===== config.mk =====
export PLATFORM = sky130hd
export DESIGN_NAME = kbd_fifo
export DESIGN_NICKNAME = d
export VERILOG_FILES = /design/src/rtl/kbd_fifo.sv
export SDC_FILE = /design/constraint.sdc
export NUM_CORES = 1
export LEC_CHECK = 0
export CORE_MARGIN = 1.5
export CORE_UTILIZATION = 54
export CTS_CLUSTER_DIAMETER = 120
export DETAILED_ROUTE_END_ITERATION = 10
export PLACE_DENSITY_LB_ADDON = 0.12
export SYNTH_ARGS = -nofsm -noshare
export SYNTH_HDL_FRONTEND = slang
export SYNTH_SLANG_ARGS = --single-unit

===== constraint.sdc =====
create_clock -name clock -period 11.1 [get_ports clock]
set_input_delay 2.22 -clock clock [delete_from_list [all_inputs] [get_ports clock]]
set_output_delay 2.22 -clock clock [all_outputs]
set_load 0.01 [all_outputs]

===== src/rtl/kbd_fifo.sv =====
// PS/2 scancode buffer: folds F0 break prefixes into bit 7 and queues the
// result in a show-ahead FIFO with a head-change IRQ pulse and sticky overflow.
module kbd_fifo #(
  parameter int DEPTH = 16,
  parameter int AW    = 4
) (
  input  logic          clock,
  input  logic          resetn,
  input  logic [7:0]    ps2_data,
  input  logic          ps2_hit,
  input  logic          rd,
  input  logic          clr,
  output logic [7:0]    data_o,
  output logic          ready,
  output logic          irq,
  output logic          overflow,
  output logic [AW:0]   count
);

  localparam logic [AW:0] FULL = (AW+1)'(DEPTH);

  logic [7:0]    mem_q [DEPTH];
  logic [AW-1:0] rd_ptr_q, rd_ptr_d;
  logic [AW-1:0] wr_ptr_q, wr_ptr_d;
  logic [AW:0]   count_q, count_d;
  logic          brk_q, brk_d;
  logic          ovf_q, ovf_d;
  logic          irq_q, irq_d;
  logic          ready_q, ready_d;
  logic [7:0]    data_q, data_d;
  logic [7:0]    push_byte;
  logic          is_prefix, cand, pop, push, bypass, flush;

  assign flush = !resetn || clr;

  always_comb begin
    is_prefix = ps2_hit && (ps2_data == 8'hF0);
    cand      = ps2_hit && !is_prefix;
    push_byte = brk_q ? (ps2_data | 8'h80) : ps2_data;
    pop       = rd && (count_q != '0);
    // A full FIFO still accepts a byte when the same cycle frees a slot.
    push      = cand && ((count_q != FULL) || pop);

    brk_d = brk_q;
    if (is_prefix) begin
      brk_d = 1'b1;
    end else if (cand) begin
      brk_d = 1'b0;
    end

    ovf_d    = ovf_q || (cand && !push);
    rd_ptr_d = pop  ? rd_ptr_q + AW'(1) : rd_ptr_q;
    wr_ptr_d = push ? wr_ptr_q + AW'(1) : wr_ptr_q;

    count_d = count_q;
    case ({push, pop})
      2'b10:   count_d = count_q + (AW+1)'(1);
      2'b01:   count_d = count_q - (AW+1)'(1);
      default: count_d = count_q;
    endcase

    // The new head is the byte being written this cycle: skip the memory.
    bypass  = push && (rd_ptr_d == wr_ptr_q);
    ready_d = (count_d != '0);
    data_d  = 8'h00;
    if (ready_d) begin
      data_d = bypass ? push_byte : mem_q[rd_ptr_d];
    end
    irq_d = (push && (count_q == '0)) || (pop && (count_d != '0));
  end

  always_ff @(posedge clock) begin
    if (push && !flush) begin
      mem_q[wr_ptr_q] <= push_byte;
    end
  end

  always_ff @(posedge clock) begin
    if (flush) begin
      rd_ptr_q <= '0;
      wr_ptr_q <= '0;
      count_q  <= '0;
      brk_q    <= 1'b0;
      ovf_q    <= 1'b0;
      irq_q    <= 1'b0;
      ready_q  <= 1'b0;
      data_q   <= 8'h00;
    end else begin
      rd_ptr_q <= rd_ptr_d;
      wr_ptr_q <= wr_ptr_d;
      count_q  <= count_d;
      brk_q    <= brk_d;
      ovf_q    <= ovf_d;
      irq_q    <= irq_d;
      ready_q  <= ready_d;
      data_q   <= data_d;
    end
  end

  assign data_o   = data_q;
  assign ready    = ready_q;
  assign irq      = irq_q;
  assign overflow = ovf_q;
  assign count    = count_q;

endmodule

After elaboration in Yosys (flattened, before gate mapping)
Memory sizes are Yosys's and may differ from the RTL's. A register that Yosys moved wholly into a read port is not among the register bits.
Index checks and enable logic that the tools add are counted.
{ "op_classes": {"mux": 7, "n_reduce_logical": 21, "add_sub_neg": 4, "eq_ne": 4, "bitwise": 1} }
{ "op_table": {"columns": ["operator", "count"], "rows": [
  ["case mux 5 bit (2 select lines)", 1],
  ["nonzero test 5 bit", 2],
  ["adder 4 x 1 -> 4 bit, second input constant", 2],
  ["== test 8 bit, second input constant", 1],
  ["logical AND 1 bit", 8],
  ["2-to-1 mux 8 bit", 1],
  ["adder 5 x 1 -> 5 bit, second input constant", 1],
  ["zero test 5 bit", 1],
  ["inequality test 5 bit, second input constant", 1],
  ["subtractor 5 x 1 -> 5 bit, second input constant", 1],
  ["zero test 1 bit", 4],
  ["logical OR 1 bit", 4],
  ["2-to-1 mux 1 bit", 4],
  ["2-to-1 mux 4 bit", 1],
  ["== test 2 x 1 -> 1 bit, second input constant", 1],
  ["== test 2 bit, second input constant", 1],
  ["nonzero test 2 bit", 1],
  ["OR reduction 2 bit", 1],
  ["NOT 1 bit", 1]
]} }
{ "totals": {"input_bits": 13, "ramBits": 128, "output_inout_bits": 16, "register_bits": 17, "memories": 1} }
{ "memory_table": {"columns": ["memory", "depth", "word_bits", "rd", "rd_clocked_by_memory_dff", "wr", "line", "text"], "rows": [
  ["mem_q", 16, 8, 1, 1, 1, "22", "logic [7:0] mem_q [DEPTH];"]
]} }

Depth between registers and ports, before layout
Gate-level depths: netlist (run 1).
{ "logic_depth": {"word_depth": 10, "ltp_mapped": 13} }

Worst setup path after synthesis (run 1)
OpenSTA, ideal clock, no wires.
{ "synth_path": {"path_type": "in2reg", "startpoint": "input ps2_data[1]", "endpoint": "register irq_q, in the netlist irq", "path_slack_ns": 6.078, "t_required_ns": 10.960, "n_path_buf": 0, "setup_time_ns": 0.140, "cell_stages": 12, "t_arrival_ns": 4.882, "path_cell_list": "or4_1 -> o21a_1 -> nor2_2 -> ha_1 -> a21o_1 -> a21oi_1 -> or3_1 -> a21oi_1 -> a31oi_1 -> o31ai_1 -> o21bai_2 -> o32ai_1"} }
{ "synth_via": {"elab_chain_len": 10} }
{ "synth_lines": {"columns": ["element", "line", "text"], "rows": [
  ["start, declared", "9", "input logic [7:0] ps2_data,"],
  ["== test 8 bit *", "37", "is_prefix = ps2_hit && (ps2_data == 8'hF0);"],
  ["logical AND 1 bit *", "37", null],
  ["zero test 1 bit *", "38", "cand = ps2_hit && !is_prefix;"],
  ["logical AND 1 bit *", "38", null],
  ["logical AND 1 bit *", "42", "push = cand && ((count_q != FULL) || pop);"],
  ["== test 2 x 1 -> 1 bit / == test 2 bit (equally long branches)", "56", "case ({push, pop})"],
  ["case mux 5 bit (2 select lines)", "56", null],
  ["nonzero test 5 bit", "69", "irq_d = (push && (count_q == '0)) || (pop && (count_d != '0));"],
  ["logical AND 1 bit", "69", null],
  ["logical OR 1 bit *", "69", null],
  ["end signal, assigned", "94", "irq_q <= irq_d;"],
  ["end, declared", "28", "logic irq_q, irq_d;"]
]} }
Mark *: on every way between the ends. The rest lies on a longest branch, timed or not.
A chain may end at the register's enable or synchronous reset.

Worst setup path after layout (run 1)
{ "layout_path": {"startpoint": "input ps2_data[3]", "endpoint": "register irq_q, in the netlist irq"} }
Same word-level chain as after synthesis.

==> qor.yml, run 1 <==
run_status: "finished clean"
synthCells: 617
finalCritPeriodShare: 0.541
rsz0062_at_grt: "no"
crit_path_max_fanout: 18
peakVddDrop_v: 0.000104
die_x_um: 122
yosysSeqAreaShare: 0.571
wl_met2_mm: 8.54
p_clk_frac: 0.443
top_layer_used: "met4"
synth_edf_count: 128
post-route-min-period_ps: 6000
cp_slowest_cell: "clkdlybuf4s50_1"
numClockSinks: 153
grt_pass1_wl_mm: 27.7
synth_seq_cells: 153
crit_type: "input pin to register"
p_leak_nw: 2.83
viasPerCell: 6.27
drive_gt1_frac: 0.114
p_int_mw: 1.02
worst-r2r-setup-slack_ps: 7010
relSlewSlack: 0.285
cts_hold_buf: 0
clk_latency_ps: 430
first_global_vias: 4953
cp_num_buf_inv: 1
num_io_pins: 29
grt.overflow.total: 0
synthToLayoutAreaGrowth_pct: 13.6
drv_cap: 0
wl_per_cell_um: 21.6
crit_arrival_ps: 6280
clkTransAtPathRegs_ps: 60
comb_power_share: 0.073
wl_met1_mm: 8.12
syn_area_per_cell_um2: 12.3
slowest_delay_ps: 800
post_cts_buffers: 0
netlist_area_um2: 7610
grt_util_all_layers: 0.257
crit_chain: "clkdlybuf4s50_1 -> or4_1 -> o21a_1 -> nor2_2 -> ha_1 -> a21o_1 -> a21oi_1 -> or3_1 -> a21oi_1 -> a31oi_1 -> o31ai_1 -> o21bai_2 -> o32ai_1"
p_switching_uw: 283
rows: 43
holdCritStartpoint: "overflow"
final-max-slew-violation-count: 0
synthArstFlopShare: 0
die_area_um2: 14800
syn_nets: 639
wirelength_mm: 17.9
num_vias: 5196
wl_met3_um: 874
die_h_um: 122
max_freq_mhz: 167
swShare: 0.217
final_hold_viol_count: 0
holdPathStages: 2
ff2ff_path_depth: 12
hpwl_mm: 11.7
cts_buffers: 17
dp.cells: 797
worst_clock_skew_ps: 7.12
worst_pin_slew_ps: 1070
crit_path_start_kind: "input pin"
fin_nets: 658
crit_top_cell: "a21oi_1"
core_um2: 13800
yosysWarnings: 0
critical_path_depth: 13
tns_ps: 0
cts_root_buf: "clkbuf_16"
setup_viol: 0
rr_endpoint: "irq"
path_delay_family: "compound AO/OA/AOI/OAI gates"
critPathCaptureType: "register"
grt_max_degree: 37
cts_tree: "built"
initial_core_util: 0.550
antenna_left: 0
hold_end: "overflow"
ctsResizeCount: 0
clock_path_buffers: 2
cp.required_ps: 11380
ys.flop_type: "edfxtp_1"
r2r-start: "count[2]"
power_density_nw_per_um2: 151
antenna_cells: 0
seqPwrFrac: 0.484
fin_hold_ws_ps: 521
portBuffers: 28
place.gp.congestion: 0.949
stdcell_count: 829
htreeDepth: 4
ys_types: 58
hold_path_class: "register to register"
drc: 0
drtPass1Iterations: 5
antenna_found_initial: 0
first_iter_violations: 495
-- per-stage QoR --
stage                     instance area, um2  total power, mW  setup slack [ps]  utilization
final                                   8640             1.30              5100        0.625
after detailed placement                8050            0.737              4750        0.582
after global placement                  8050            0.735              4920        0.582
after floorplan                         7610            0.702              6080            -
after CTS                               8640             1.31              5190        0.625
after global routing                    8640             1.34              4900        0.625
-- cell usage after synthesis, drive strengths merged, types with 2 or more instances --
cell / n / share of area
nor4: 7 / 0.0097
dfxtp: 25 / 0.066
nor3: 9 / 0.0066
or4: 3 / 0.0030
or2: 2 / 0.0016
a31oi: 7 / 0.0058
inv: 4 / 0.0020
a21boi: 3 / 0.0059
and3: 2 / 0.0016
edfxtp: 128 / 0.51
nand2b: 6 / 0.0049
mux2: 11 / 0.016
o2111ai: 10 / 0.012
a211oi: 7 / 0.0076
mux4: 6 / 0.018
o21ai: 26 / 0.019
nand3: 18 / 0.012
ha: 8 / 0.013
a21o: 5 / 0.0049
o211ai: 2 / 0.0026
nor2: 53 / 0.027
or3: 2 / 0.0016
a21oi: 45 / 0.031
nand2: 31 / 0.015
xor2: 7 / 0.0081
clkbuf: 20 / 0.0099
mux2i: 86 / 0.11
a22oi: 5 / 0.0049
buf: 15 / 0.0089
xnor2: 6 / 0.0079
nand4: 3 / 0.0025
a221oi: 10 / 0.012
o22ai: 25 / 0.021
nor4b: 2 / 0.0023
nor2b: 7 / 0.0058
-- kinds of logic after synthesis --
| group | after synthesis | share of synthesized area |
|---|---|---|
| buffers and inverters | 39 | 0.0207 |
| AND/OR/NAND/NOR | 147 | 0.0953 |
| AO/OA/AOI/OAI | 153 | 0.134 |
| adder cells (fa/ha/maj) | 9 | 0.0158 |
| XOR/XNOR | 13 | 0.0159 |
| multiplexers | 103 | 0.147 |
| flip-flops | 153 | 0.571 |
-- sequential cells by signal, indices dropped and copies added (netlist names) --
signal,count
brk_q,1
count,5
data_o,8
irq,1
mem_q,128
overflow,1
rd_ptr_q,4
ready,1
wr_ptr_q,4
-- worst max path at each step --
stage                start  end
2_1_floorplan  ps2_data[1]  irq
3_3_place_gp   ps2_data[3]  irq
3_5_place_dp   ps2_data[3]  irq
4_1_cts        ps2_data[3]  irq
5_1_grt        ps2_data[3]  irq
6_report       ps2_data[3]  irq
-- routing by layer --
layer  vias up  GRT usage
li1       2444          -
met1      2531      0.358
met2       188      0.406
met3        33     0.0431
met4         0      0.101
met5         -          0
-- power by group through the flow --
stage | Combinational [mW] | Sequential (mW) | Clock, mW
2_1_floorplan | 0.0594 | 0.643 | 0
3_3_place_gp | 0.0922 | 0.643 | 0
3_5_place_dp | 0.0944 | 0.643 | 0
4_1_cts | 0.0950 | 0.631 | 0.583
5_1_grt | 0.103 | 0.631 | 0.608
6_report | 0.0955 | 0.631 | 0.578
-- layout by cell type (no fill, tap or decap), types with 8 or more instances in the layout --
master	Yosys	layout
a21oi_1	44	44
a221oi_1	10	10
clkbuf_16	0	17
clkdlybuf4s50_1	0	28
dfxtp_1	25	24
edfxtp_1	128	128
ha_1	8	8
mux2_2	11	11
mux2i_1	86	86
nand2_1	31	31
nand3_1	18	18
nor2_1	51	51
o2111ai_1	10	10
o21ai_0	23	23
o22ai_1	25	25
-- layout make-up --
cell class	count	area [um2]
Fill cell	1040	5180
Clock inverter	13	153
Tap cell	180	225
Clock buffer	19	443
Multi-Input combinational cell	425	3130
Inverter	4	15.0
Timing Repair Buffer	35	333
Sequential cell	153	4350
-- worst min-delay path: stages (launching register included) --
cell	delay [ps]
dfxtp_1	360
a21oi_1	50
nor2_1	80
Note: power is estimated with default switching activity, not from simulation.
==> run 2, diff against run 1 <==
- clock period: 11.1 -> 5.58 ns (I/O delays scaled with it)
==> qor.yml, run 2 (synthesis gave the netlist of run 1 again) <==
first_global_vias: 5198  # +4.9%
ff2ff_path_depth: 12  # unchanged
cp.required_ps: 5850  # -5530 ps
rsz0062_at_grt: "no"
grt_pass1_wl_mm: 28.4  # +2.7%
p_leak_nw: 2.85  # +0.61%
hold_end: "brk_q"
die_x_um: 122  # unchanged
clock_path_buffers: 2  # unchanged
crit_type: "input pin to register"
grt_util_all_layers: 0.262  # +0.00450
fin_nets: 671  # +2.0%
portBuffers: 28  # unchanged
cts_tree: "built"
die_area_um2: 14800  # unchanged
antenna_left: 0  # unchanged
holdCritStartpoint: "brk_q"
crit_path_max_fanout: 10  # -8
hpwl_mm: 12.1  # +2.6%
crit_chain: "clkdlybuf4s50_1 -> or4_1 -> o21a_1 -> nor2_2 -> ha_1 -> a21o_1 -> a21oi_1 -> or3_1 -> a21oi_1 -> a31oi_1 -> o31ai_1 -> o21bai_2 -> o32ai_1"
run_status: "finished clean"
worst_pin_slew_ps: 1060  # -4.47 ps
antenna_cells: 0  # unchanged
num_io_pins: 29  # unchanged
setup_viol: 0  # unchanged
worst-r2r-setup-slack_ps: 1460  # -5550 ps
cts_buffers: 17  # unchanged
final-max-slew-violation-count: 0  # unchanged
drtPass1Iterations: 7  # +2
fin_hold_ws_ps: 495  # -25.9 ps
cts_root_buf: "clkbuf_16"
stdcell_count: 842  # +1.6%
grt.overflow.total: 0  # unchanged
clk_latency_ps: 420  # about the same
drv_cap: 0  # unchanged
synthToLayoutAreaGrowth_pct: 13.8
grt_max_degree: 38  # +2.7%
core_um2: 13800  # unchanged
drive_gt1_frac: 0.122  # +0.00833
relSlewSlack: 0.290  # +0.00561
tns_ps: 0  # unchanged
crit_arrival_ps: 4810  # -1470 ps
peakVddDrop_v: 0.000306  # +190%
wl_per_cell_um: 21.6  # about the same
r2r-start: "count[2]"
die_h_um: 122  # unchanged
startpoint: "ps2_data[0]"
final_hold_viol_count: 0  # unchanged
wirelength_mm: 18.2  # +1.6%
htreeDepth: 4  # unchanged
numClockSinks: 153  # unchanged
slowest_delay_ps: 610  # -190 ps
dp.cells: 810  # +1.6%
worst_clock_skew_ps: 6.13  # -0.990 ps
holdPathStages: 2  # unchanged
use_met2: 0.431  # +0.0247
hold_path_class: "register to register"
top_usage_layer: "met2"
viasPerCell: 6.30  # +0.56%
grt.met3_usage: 0.0651  # +0.0220
largest_reg_flops: 128  # unchanged
ctsResizeCount: 0  # unchanged
crit_top_cell: "a21oi_1"
num_vias: 5307  # +2.1%
layout.cells.most_common_list: "edfxtp_1 (128), mux2i_1 (86), nor2_1 (51)"
finalPower_mw: 2.50  # +92%
rows: 43  # unchanged
finalCritPeriodShare: 0.813
grt_util_met1: 0.343  # -0.0158
max_freq_mhz: 221
rr_endpoint: "irq"
power_density_nw_per_um2: 288  # +91%
antenna_found_initial: 0  # unchanged
top_register: "mem_q"
final_common_cell: "edfxtp_1"
clkTransAtPathRegs_ps: 60  # about the same
crit_path_start_kind: "input pin"
drc: 0  # unchanged
post_cts_buffers: 0  # unchanged
critPathCaptureType: "register"
cts_hold_buf: 0  # unchanged
place.gp.congestion: 0.934  # -1.6%
first_iter_violations: 533  # +7.7%
cp_slowest_cell: "or4_1"
post-route-min-period_ps: 4530
initial_core_util: 0.550  # unchanged
==> run 2: changes by cell type in the layout (fill, tap and decap cells not counted) <==
cell	before	now
clkbuf_1	1	2
clkinv_1	1	2
buf_4	7	20
nor3_1	4	8
clkbuf_8	1	0
bufinv_16	3	1
nor3_2	5	1
clkinv_4	0	1
==> run 2: final cells by class <==
type,count,area (um2)
clock buffers,19,433
well taps,180,225
clock inverters,13,105
fillers,1078,5160
multi-input cells,425,3110
repair buffers,48,430
flip-flops and latches,153,4350
inverters,4,15.0
==> run 2: critical path: cells and delay by family <==
| family | cells | cell delay [ps] |
|---|---|---|
| AOI/OAI and AO/OA | 8 | 1770 |
| adders and majority gates | 1 | 330 |
| buffers and inverters | 1 | 490 |
| and+or+nand+nor | 3 | 1110 |
==> run 2: how the worst max path moves through the flow <==
stage | end | cells after the start
final | irq | 13
after global routing | irq | 13
after CTS | irq | 13
after detailed placement | irq | 13
after global placement | irq | 13
after floorplan | irq | 12
==> run 2: metal layers <==
metal / wire length [um] / up-vias
met2: 8760 / 191
met3: 1050 / 28
met4: 344 / 0
li1: - / 2482
met1: 8030 / 2606
met5: 0 / -
==> run 2: power by group <==
group	total, mW	internal [mW]	switching (mW)
logic	0.194	0.0804	0.113
clock network	1.05	0.607	0.440
registers	1.26	1.25	0.0120
total	2.50	1.93	0.565
==> run 2: through the flow <==
stage / util / instance area [um2] / setup WS (ps)
after floorplan: - / 7610 / 1660
after global placement: 0.588 / 8130 / 776
after detailed placement: 0.588 / 8130 / 672
after CTS: 0.627 / 8660 / 1100
after global routing: 0.627 / 8660 / 910
final: 0.627 / 8660 / 1050
==> run 3, diff against run 2 <==
- clock period: 5.58 -> 4.5 ns (I/O delays scaled with it)
==> qor.yml, run 3 (synthesis gave the netlist of run 1 again) <==
cts_root_buf: "clkbuf_16"
finalCritPeriodShare: 0.853
drc: 0  # unchanged
grt_pass1_wl_mm: 29.3  # +3.1%
multiInputGateArea_um2: 3110  # unchanged
startpoint: "ps2_data[0]"
num_vias: 5407  # +1.9%
critPathCaptureType: "register"
layout.cells.most_common_list: "edfxtp_1 (128), mux2i_1 (86), nor2_1 (51)"
setup_viol: 0  # unchanged
drive_gt1_frac: 0.152  # +0.0295
grt.met3_usage: 0.0501  # -0.0150
antenna_cells: 0  # unchanged
crit_type: "input pin to register"
top_register: "mem_q"
cts_hold_buf: 0  # unchanged
slowest_delay_ps: 600  # about the same
fin_nets: 694  # +3.4%
crit_arrival_ps: 4120  # -690 ps
post-route-cell-area_um2: 8890  # +2.6%
antenna_left: 0  # unchanged
peakVddDrop_v: 0.000296  # -3.1%
p_leak_nw: 3.00  # +5.4%
use_met2: 0.426  # -0.00494
clkTransAtPathRegs_ps: 60  # about the same
post_cts_buffers: 0  # unchanged
p_switching_uw: 709  # +26%
holdPathStages: 2  # unchanged
viasPerCell: 6.25  # -0.82%
ff2ff_path_depth: 14  # +2
numClockSinks: 153  # unchanged
hold_path_class: "register to register"
worst_clock_skew_ps: 8.95  # +2.81 ps
relSlewSlack: 0.504  # +0.214
final_hold_viol_count: 0  # unchanged
comb_power_share: 0.078  # about the same
synthToLayoutAreaGrowth_pct: 16.8
drv_cap: 0  # unchanged
r2r-start: "count[2]"
power_density_nw_per_um2: 364  # +26%
p_clk_frac: 0.441  # +0.022
path_delay_family: "compound AO/OA/AOI/OAI gates"
final-max-slew-violation-count: 0  # unchanged
run_status: "finished clean"
rsz0062_at_grt: "no"
p_int_mw: 2.52  # +30%
seq_area_um2: 4350  # unchanged
worst_pin_slew_ps: 741  # -324 ps
grt_max_degree: 37  # -2.6%
seqPwrFrac: 0.481  # -0.023
die_x_um: 122  # unchanged
placed_area_um2: 8300  # +2.1%
first_iter_violations: 521  # -2.3%
cp_slowest_cell: "or4_1"
grt_util_met1: 0.373  # +0.0305
hpwl_mm: 12.8  # +6.3%
die_area_um2: 14800  # unchanged
core_um2: 13800  # unchanged
worst-r2r-setup-slack_ps: 770  # -690 ps
crit_top_cell: "a21oi_1"
post-route-min-period_ps: 3840
cts_tree: "built"
initial_core_util: 0.550  # unchanged
swShare: 0.219  # -0.00661
grt.overflow.total: 0  # unchanged
place.gp.congestion: 0.891  # -4.5%
ctsResizeCount: 0  # unchanged
final_common_cell: "edfxtp_1"
portBuffers: 28  # unchanged
cp.required_ps: 4780  # -1070 ps
holdCritStartpoint: "brk_q"
tns_ps: 0  # unchanged
cp_num_buf_inv: 2  # +1
clk_latency_ps: 420  # about the same
max_freq_mhz: 260
num_io_pins: 29  # unchanged
largest_reg_flops: 128  # unchanged
fillerInstances: 1023  # -5.1%
crit_path_start_kind: "input pin"
rows: 43  # unchanged
first_global_vias: 5287  # +1.7%
grt_util_all_layers: 0.270  # +0.00857
die_h_um: 122  # unchanged
cts_buffers: 17  # unchanged
hold_end: "brk_q"
drtPass1Iterations: 5  # -2
rr_endpoint: "irq"
clock_path_buffers: 2  # unchanged
top_usage_layer: "met2"
antenna_found_initial: 0  # unchanged
wirelength_mm: 18.8  # +3.2%
crit_chain: "clkdlybuf4s50_1 -> or4_1 -> o21a_1 -> nor2_2 -> ha_1 -> a21o_1 -> a21oi_1 -> or3_1 -> a21oi_1 -> a31oi_1 -> o31ai_1 -> o21bai_2 -> buf_4 -> o32ai_1"
wl_per_cell_um: 21.7  # +0.50%
crit_path_max_fanout: 9  # -1
finalPower_mw: 3.23  # +29%
htreeDepth: 4  # unchanged
-- run 3: tightest hold or removal path: cells and delay by family, from the launching register on --
kind | cells | cell delay [ps]
simple gates | 2 | 160
flops | 1 | 310
-- run 3: worst max-delay path by stage --
stage	slack (ps)	cells after the start	endpoint
6_report	660	14	irq
5_1_grt	480	14	irq
4_1_cts	680	14	irq
3_5_place_dp	260	14	irq
3_3_place_gp	350	14	irq
2_1_floorplan	800	12	irq
-- run 3: cell type report --
cell class | count | area share
Clock buffer | 21 | 0.0496
Clock inverter | 11 | 0.0166
Inverter | 4 | 0.00169
Multi-Input combinational cell | 425 | 0.350
Sequential cell | 153 | 0.489
Tap cell | 180 | 0.0253
Timing Repair Buffer | 71 | 0.0679
-- run 3: metal layers --
layer,up-vias,part of all wire
met2,191,0.47
met4,0,0.030
li1,2510,-
met1,2666,0.45
met3,40,0.053
met5,-,0
-- run 3: power groups by stage --
| stage | combinational, mW | clock [mW] | sequential, mW |
|---|---|---|---|
| 3_5_place_dp | 0.249 | 0 | 1.59 |
| 5_1_grt | 0.273 | 1.50 | 1.56 |
| 3_3_place_gp | 0.242 | 0 | 1.58 |
| 2_1_floorplan | 0.147 | 0 | 1.59 |
| 6_report | 0.252 | 1.43 | 1.56 |
| 4_1_cts | 0.251 | 1.44 | 1.56 |
-- run 3: through the flow --
stage | worst slack [ps] | hold slack [ps] | std cells | util
floorplan | 798 | 464 | 617 | -
global placement | 345 | 465 | 833 | 0.600
detailed placement | 257 | 495 | 833 | 0.600
CTS | 679 | 508 | 865 | 0.643
global route | 482 | 523 | 865 | 0.643
finish | 660 | 509 | 865 | 0.643
